$ cat src/rtl/baud_tick_gen.sv
// Fractional baud divider: rx oversample tick, rx mid-bit strobe
// and tx bit tick, all single-cycle enables in the clk domain.
module baud_tick_gen #(
   parameter int CLOCK_RATE = 12000000,
   parameter int BAUD_RATE  = 19200,
   parameter int OVERSAMPLE = 16,
   parameter int DIV_WIDTH  = 16,
   parameter int FRAC_BITS  = 4
) (
   input  logic                 clk,
   input  logic                 rstN,
   input  logic                 enable,
   input  logic                 divLoad,
   input  logic [DIV_WIDTH-1:0] divInt,
   input  logic [FRAC_BITS-1:0] divFrac,
   input  logic                 rxResync,
   output logic                 rxTick,
   output logic                 rxMid,
   output logic                 txTick
);

   localparam int OW = (OVERSAMPLE > 2) ? $clog2(OVERSAMPLE) : 1;
   localparam longint BDIV = longint'(BAUD_RATE) * longint'(OVERSAMPLE);
   localparam longint DEF_INT_L = longint'(CLOCK_RATE) / BDIV;
   localparam longint DEF_FRAC_L =
      ((longint'(CLOCK_RATE) << FRAC_BITS) / BDIV) % (longint'(1) << FRAC_BITS);

   localparam logic [DIV_WIDTH-1:0] DEF_INT  = DIV_WIDTH'(DEF_INT_L);
   localparam logic [FRAC_BITS-1:0] DEF_FRAC = FRAC_BITS'(DEF_FRAC_L);
   localparam logic [DIV_WIDTH-1:0] CNT_ONE  = 1;
   localparam logic [DIV_WIDTH:0]   LAST_ONE = 1;
   localparam logic [OW-1:0]        OVS_ONE  = 1;
   localparam logic [OW-1:0]        OVS_LAST = OW'(OVERSAMPLE - 1);
   localparam logic [OW-1:0]        OVS_MID  = OW'(OVERSAMPLE / 2 - 1);

   logic [DIV_WIDTH-1:0] divInt_q, divInt_d;
   logic [FRAC_BITS-1:0] divFrac_q, divFrac_d;
   logic [DIV_WIDTH-1:0] cnt_q, cnt_d;
   logic [FRAC_BITS-1:0] acc_q, acc_d;
   logic                 extra_q, extra_d;
   logic [OW-1:0]        txOvs_q, txOvs_d;
   logic [OW-1:0]        rxOvs_q, rxOvs_d;
   logic                 rxTick_q, rxTick_d;
   logic                 rxMid_q, rxMid_d;
   logic                 txTick_q, txTick_d;

   logic [DIV_WIDTH-1:0] divEff;
   logic [DIV_WIDTH:0]   lastCnt;
   logic [FRAC_BITS:0]   accSum;
   logic                 periodEnd;

   // A zero divisor would never match; run it as divide-by-one.
   assign divEff    = (divInt_q == '0) ? CNT_ONE : divInt_q;
   assign lastCnt   = {1'b0, divEff} + {{DIV_WIDTH{1'b0}}, extra_q} - LAST_ONE;
   assign periodEnd = ({1'b0, cnt_q} == lastCnt);
   assign accSum    = {1'b0, acc_q} + {1'b0, divFrac_q};

   always_comb begin
      divInt_d  = divInt_q;
      divFrac_d = divFrac_q;
      cnt_d     = cnt_q;
      acc_d     = acc_q;
      extra_d   = extra_q;
      txOvs_d   = txOvs_q;
      rxOvs_d   = rxOvs_q;
      rxTick_d  = 1'b0;
      rxMid_d   = 1'b0;
      txTick_d  = 1'b0;
      if (divLoad) begin
         divInt_d  = divInt;
         divFrac_d = divFrac;
         cnt_d     = '0;
         acc_d     = '0;
         extra_d   = 1'b0;
         txOvs_d   = '0;
         rxOvs_d   = '0;
      end else if (rxResync) begin
         cnt_d   = '0;
         rxOvs_d = '0;
      end else if (enable) begin
         if (periodEnd) begin
            cnt_d            = '0;
            {extra_d, acc_d} = accSum;
            rxTick_d         = 1'b1;
            txTick_d         = (txOvs_q == OVS_LAST);
            rxMid_d          = (rxOvs_q == OVS_MID);
            txOvs_d = (txOvs_q == OVS_LAST) ? '0 : txOvs_q + OVS_ONE;
            rxOvs_d = (rxOvs_q == OVS_LAST) ? '0 : rxOvs_q + OVS_ONE;
         end else begin
            cnt_d = cnt_q + CNT_ONE;
         end
      end
   end

   always_ff @(posedge clk or negedge rstN) begin
      if (!rstN) begin
         divInt_q  <= DEF_INT;
         divFrac_q <= DEF_FRAC;
         cnt_q     <= '0;
         acc_q     <= '0;
         extra_q   <= 1'b0;
         txOvs_q   <= '0;
         rxOvs_q   <= '0;
         rxTick_q  <= 1'b0;
         rxMid_q   <= 1'b0;
         txTick_q  <= 1'b0;
      end else begin
         divInt_q  <= divInt_d;
         divFrac_q <= divFrac_d;
         cnt_q     <= cnt_d;
         acc_q     <= acc_d;
         extra_q   <= extra_d;
         txOvs_q   <= txOvs_d;
         rxOvs_q   <= rxOvs_d;
         rxTick_q  <= rxTick_d;
         rxMid_q   <= rxMid_d;
         txTick_q  <= txTick_d;
      end
   end

   assign rxTick = rxTick_q;
   assign rxMid  = rxMid_q;
   assign txTick = txTick_q;

endmodule

$ cat config.mk
export PLATFORM = sky130hd
export DESIGN_NAME = baud_tick_gen
export DESIGN_NICKNAME = d
export VERILOG_FILES = /design/src/rtl/baud_tick_gen.sv
export SDC_FILE = /design/constraint.sdc
export NUM_CORES = 1
export LEC_CHECK = 0
export CAP_MARGIN = 20
export CORE_AREA = 2 2 82 84
export DETAILED_ROUTE_END_ITERATION = 6
export DIE_AREA = 0 0 84 86
export PLACE_DENSITY = 0.75
export SYNTH_ARGS = -nofsm -noshare
export SYNTH_HDL_FRONTEND = slang
export SYNTH_SLANG_ARGS = --single-unit
$ cat constraint.sdc
create_clock -name clk -period 4.69 [get_ports clk]
set_input_delay 0.7035 -clock clk [delete_from_list [all_inputs] [get_ports clk]]
set_output_delay 0.7035 -clock clk [all_outputs]
set_load 0.005 [all_outputs]
# Yosys cells after proc, flatten, opt, wreduce, memory -nomap -nowiden
# Cells that the tools add are included.
[totals] inputBits=25 output_inout_bits=3 register_bits=52 elab_cells=63
[classes] n_mux=35 reduce_logical=7 n_addsub=6 eq_ne=5
[op_table] cell="$mux W16" n=5
[op_table] cell="$mux W4" n=14
[op_table] cell="$add A16 B1 Y17" n=1
[op_table] cell="$eq A16 B17 Y1" n=1
[op_table] cell="$sub A17 B1 Y17 const B" n=1
[op_table] cell="$add A16 B1 Y16 const B" n=1
[op_table] cell="$logic_not A16 Y1" n=1
[op_table] cell="$mux W1" n=16
[op_table] cell="$add A4 B1 Y4 const B" n=2
[op_table] cell="$eq A4 B4 Y1 const B" n=2
[op_table] cell="$reduce_bool A3 Y1" n=2
[op_table] cell="$add A4 B4 Y5" n=1
[op_table] cell="$eq A4 B3 Y1 const B" n=1
[op_table] cell="$reduce_bool A2 Y1" n=2
[op_table] cell="$reduce_and A3 Y1" n=1
[op_table] cell="$ne A2 B2 Y1 const B" n=1
[op_table] cell="$reduce_and A2 Y1" n=1

# Depth between registers and ports, before layout
[logic_depth] depth_word=9 ltp_mapped=15 ltp_nobuf=12

# Least setup slack after synthesis
# No wires, ideal clock.
[synth_path] path_type="register to register" start="reg divInt_q[4]" end="reg extra_q" period_less_slack_ns=3.692 t_required_ns=4.594 slack_ns=0.998 setup_ns=0.096 arrival_ns=3.596 n_path_buf=3 path_stages_with_launch=16 cell_sequence="dfrtp_1 > buf_6 > or4_1 > buf_2 > nor3_1 > a31oi_1 > ha_1 > ha_1 > nor3b_1 > and3_1 > o21a_1 > o31ai_1 > nand4_1 > buf_2 > or4_1 > o31ai_1"
[synth_via] elab_chain_len=7
[synth_lines] item="start: declaration" line="36" rtl="logic [DIV_WIDTH-1:0] divInt_q, divInt_d;"
[synth_lines] item="start signal: assignment" line="108" rtl="divInt_q <= divInt_d;"
[synth_lines] item="$logic_not A16 Y1" line="53" rtl="assign divEff = (divInt_q == '0) ? CNT_ONE : divInt_q;"
[synth_lines] item="$mux W16 (*)" line="53"
[synth_lines] item="$add A16 B1 Y17 (*)" line="54" rtl="assign lastCnt = {1'b0, divEff} + {{DIV_WIDTH{1'b0}}, extra_q} - LAST_ONE;"
[synth_lines] item="$sub A17 B1 Y17 (*)" line="54"
[synth_lines] item="$eq A16 B17 Y1 (*)" line="55" rtl="assign periodEnd = ({1'b0, cnt_q} == lastCnt);"
[synth_lines] item="$reduce_bool A2 Y1 (no line) (*)"
[synth_lines] item="$reduce_and A3 Y1 (no line) (*)"
[synth_lines] item="end signal: assignment" line="112" rtl="extra_q <= extra_d;"
[synth_lines] item="end: declaration" line="40" rtl="logic extra_q, extra_d;"
# Mark *: on every way between the ends. The rest lies on a longest branch, timed or not.
# A chain may end at the register's enable or synchronous reset.

# Worst setup path after layout
[layout_path] start="reg divInt_q[4]" end="reg txOvs_q[0]"
[layout_via] elab_chain_len=7
[layout_lines] item="$logic_not A16 Y1" line="53"
[layout_lines] item="$mux W16 (*)" line="53"
[layout_lines] item="$add A16 B1 Y17 (*)" line="54"
[layout_lines] item="$sub A17 B1 Y17 (*)" line="54"
[layout_lines] item="$eq A16 B17 Y1 (*)" line="55"
[layout_lines] item="$reduce_bool A2 Y1 (no line) (*)"
[layout_lines] item="$reduce_and A3 Y1 (no line) (*)"
[layout_lines] item="end signal: assignment" line="113" rtl="txOvs_q <= txOvs_d;"
[layout_lines] item="end: declaration" line="41" rtl="logic [OW-1:0] txOvs_q, txOvs_d;"
# Marks and branches as above.

==> flow_summary.yaml <==
run_status:
  status: "finished clean"
setup_path:
  slowest_delay_ns: 0.70
  required_ns: 4.87
  cp_max_fo: 13
  reg2reg_from: "divInt_q[4]$_DFFE_PN0P_"
  path_common_cell: "ha_1"
  cp_cell_sequence: "or4_1 > nor3_1 > a31oi_1 > ha_1 > ha_1 > nor3b_1 > and3_1 > o21a_1 > o31ai_1 > nand4_1 > buf_4 > nor3_2 > o21ai_0"
  r2r_slack_ns: 0.62
  crit_type: "flop to flop"
  end_kind: "flop"
  cp_data_arrival_time_ns: 4.25
  r2r_cells: 13
  path_buf_inv: 1
  crit_slowest_cell: "or4_1"
  path_delay_family: "simple AND/OR/NAND/NOR gates"
  critPathLaunchType: "flop"
  r2r-end: "txOvs_q[0]$_DFFE_PN0P_"
yosys:
  yosysSeqAreaShare: 0.428
  synth_cells: 297
  synth_edf_count: 0
  syn_area_per_cell_sq_um: 10.3
  ys_ff_latch: 52
  syn_area_sq_mm: 0.00306
  yosysWarnings: 0
  synth-async-reset-ratio: 1.00
  synth_ff_type: "dfrtp_1"
  synth.distinct_cells: 60
  syn_nets: 332
die:
  initial_utilization: 0.487
  die_w_um: 84
  die-area_sq_mm: 0.00722
  core-area_sq_mm: 0.00628
  pin_count: 28
  row_count: 29
  die_h_um: 86
power:
  powerDensity_mw_per_mm2: 268
  leakage_nw: 1.37
  finalPower_mw: 0.931
  peakVddDrop_v: 0.000124
sta:
  min_period_ns: 4.07
  fmax_mhz: 246
  setup_tns_ns: 0
  period_share: 0.868
  worst_slack_ns: 0.621
  tightest_slew_ns: 0.701
  maxSlewViolCount: 0
  hold_viol_final: 0
  maxSlewHeadroom: 0.532
  rsz0062_at_grt: "false"
  setup_violations: 0
  fin_skew_ns: 0.00705
clocking:
  htree_levels: 2
  cts_root_buffer: "clkbuf_8"
  cts_hold_buf: 0
  path_clk_slew_ns: 0.09
  cts.path.max_buffers: 2
  cts_buffers: 5
  clock_sinks: 52
  cts-resized-gates: 0
  clock_latency_ns: 0.31
  cts_tree: "yes"
  cts_setup_buffers: 0
placed_design:
  port_buffers: 27
  routabilityCongestion: 0.855
  pre_cts_slack_ns: 0.666
  dp_hpwl_mm: 4.34
route:
  route.final.wire_length_mm: 6.13
  vias: 2308
  wl_met3_um: 284
  ant_nets: 0
  drt_iter0_markers: 127
  via_per_inst: 5.84
  avgRoutedWirePerCell_um: 15.5
  drtPass1Iterations: 4
  drt-met1-wl_mm: 2.96
  top_layer: "met4"
  drcViolationCount: 0
  wl_met2_mm: 2.80
job:
  drv_cap: 0
cells_and_area:
  drive_gt1_frac: 0.142
  antenna_cells: 0
  layout.cells.most_common_list: "47 x dfrtp_1, 26 x clkdlybuf4s50_1, 23 x nor2_1, 20 x mux2_2"
  final_nets: 352
  syn_to_final_growth_pct: 13.7
  fill_cells: 533
  layout_commonest_cell: "dfrtp_1"
global_routing:
  first_global_vias: 2222
  grt_antenna_before_repair: 0
  track_usage: 0.182
  grt_max_degree: 53
  grt_overflow: 0
  grt_pass1_wl_mm: 10.5
hold_path:
  hold_class: "input port to async pin"
worst reg2reg max path: stages (launching register included):
cell	delay, ns
dfrtp_1	0.48
or4_1	0.70
nor3_1	0.28
a31oi_1	0.12
ha_1	0.24
ha_1	0.25
nor3b_1	0.23
and3_1	0.23
o21a_1	0.18
o31ai_1	0.27
nand4_1	0.16
buf_4	0.21
nor3_2	0.44
o21ai_0	0.16
area by class of cell:
class | count | area (sq um) | area share
multi-input combinational | 222 | 1650 | 0.475
sequential | 52 | 1310 | 0.376
clock buffer | 7 | 76.3 | 0.0220
clock inverter | 1 | 30.0 | 0.00865
inverter | 5 | 18.8 | 0.00540
timing repair buffer | 31 | 295 | 0.0850
tap | 77 | 96.3 | 0.0277
cell usage after synthesis, types with 3 or more instances:
cell | n | area share
nor3_1 | 8 | 0.013
inv_1 | 5 | 0.0061
nand4_1 | 6 | 0.012
and4_1 | 3 | 0.0086
xor2_1 | 16 | 0.046
mux2_2 | 20 | 0.074
xnor2_1 | 16 | 0.046
nand3_1 | 7 | 0.011
o41ai_1 | 3 | 0.0086
dfrtp_1 | 47 | 0.38
o21ai_0 | 6 | 0.0098
and3_1 | 3 | 0.0061
o31ai_1 | 3 | 0.0074
or4_1 | 5 | 0.012
dfstp_2 | 5 | 0.043
a21oi_1 | 16 | 0.026
o2bb2ai_1 | 5 | 0.014
nand2b_1 | 9 | 0.018
a31oi_1 | 6 | 0.012
or3_1 | 4 | 0.0082
clkbuf_1 | 12 | 0.015
nand2_1 | 12 | 0.015
buf_2 | 4 | 0.0066
ha_1 | 9 | 0.037
nor2b_1 | 4 | 0.0082
nor2_1 | 23 | 0.028
power by group:
part	switching, mW	internal (mW)	total, mW
registers	0.0255	0.469	0.495
clock network	0.149	0.160	0.309
logic	0.0603	0.0670	0.127
cell families after synthesis:
| logic type | after synthesis | share of synthesized area |
|---|---|---|
| simple gates | 102 | 0.198 |
| compound gates | 58 | 0.133 |
| flops | 52 | 0.428 |
| xor+xnor | 32 | 0.0917 |
| buf+inv | 23 | 0.0323 |
| mux | 20 | 0.0737 |
| fa+ha+maj | 10 | 0.0434 |
per-stage QoR:
| stage | util | area, sq um | instances | hold WS [ns] |
|---|---|---|---|---|
| after floorplan | - | 3060 | 297 | 0.408 |
| after global placement | 0.536 | 3370 | 387 | 0.507 |
| after detailed placement | 0.536 | 3370 | 387 | 0.507 |
| after CTS | 0.553 | 3470 | 395 | 0.517 |
| after global routing | 0.553 | 3470 | 395 | 0.549 |
| final | 0.553 | 3470 | 395 | 0.501 |
routing by layer:
layer / up-vias / GRT usage
met1: 1128 / 0.260
met5: - / 0
li1: 1116 / -
met4: 0 / 0.0689
met2: 56 / 0.271
met3: 8 / 0.0395
worst max-delay path by stage:
stage                       startpoint                      to  slack (ns)  depth (start not counted)
2_1_floorplan  divInt_q[4]$_DFFE_PN0P_     extra_q$_DFFE_PN0P_         1.0                         15
3_3_place_gp   divInt_q[4]$_DFFE_PN0P_  txOvs_q[2]$_DFFE_PN0P_        0.77                         13
3_5_place_dp   divInt_q[4]$_DFFE_PN0P_  txOvs_q[0]$_DFFE_PN0P_        0.67                         13
4_1_cts        divInt_q[4]$_DFFE_PN0P_  txOvs_q[0]$_DFFE_PN0P_        0.62                         13
5_1_grt        divInt_q[4]$_DFFE_PN0P_  txOvs_q[0]$_DFFE_PN0P_        0.27                         13
6_report       divInt_q[4]$_DFFE_PN0P_  txOvs_q[0]$_DFFE_PN0P_        0.62                         13
flip-flops by register name, indices dropped and copies added (netlist names):
| register | count |
|---|---|
| txTick | 1 |
| rxMid | 1 |
| txOvs_q | 4 |
| rxOvs_q | 4 |
| rxTick | 1 |
| divInt_q | 16 |
| cnt_q | 16 |
| divFrac_q | 4 |
| extra_q | 1 |
| acc_q | 4 |
No activity file was read; power rests on OpenSTA's default activity.
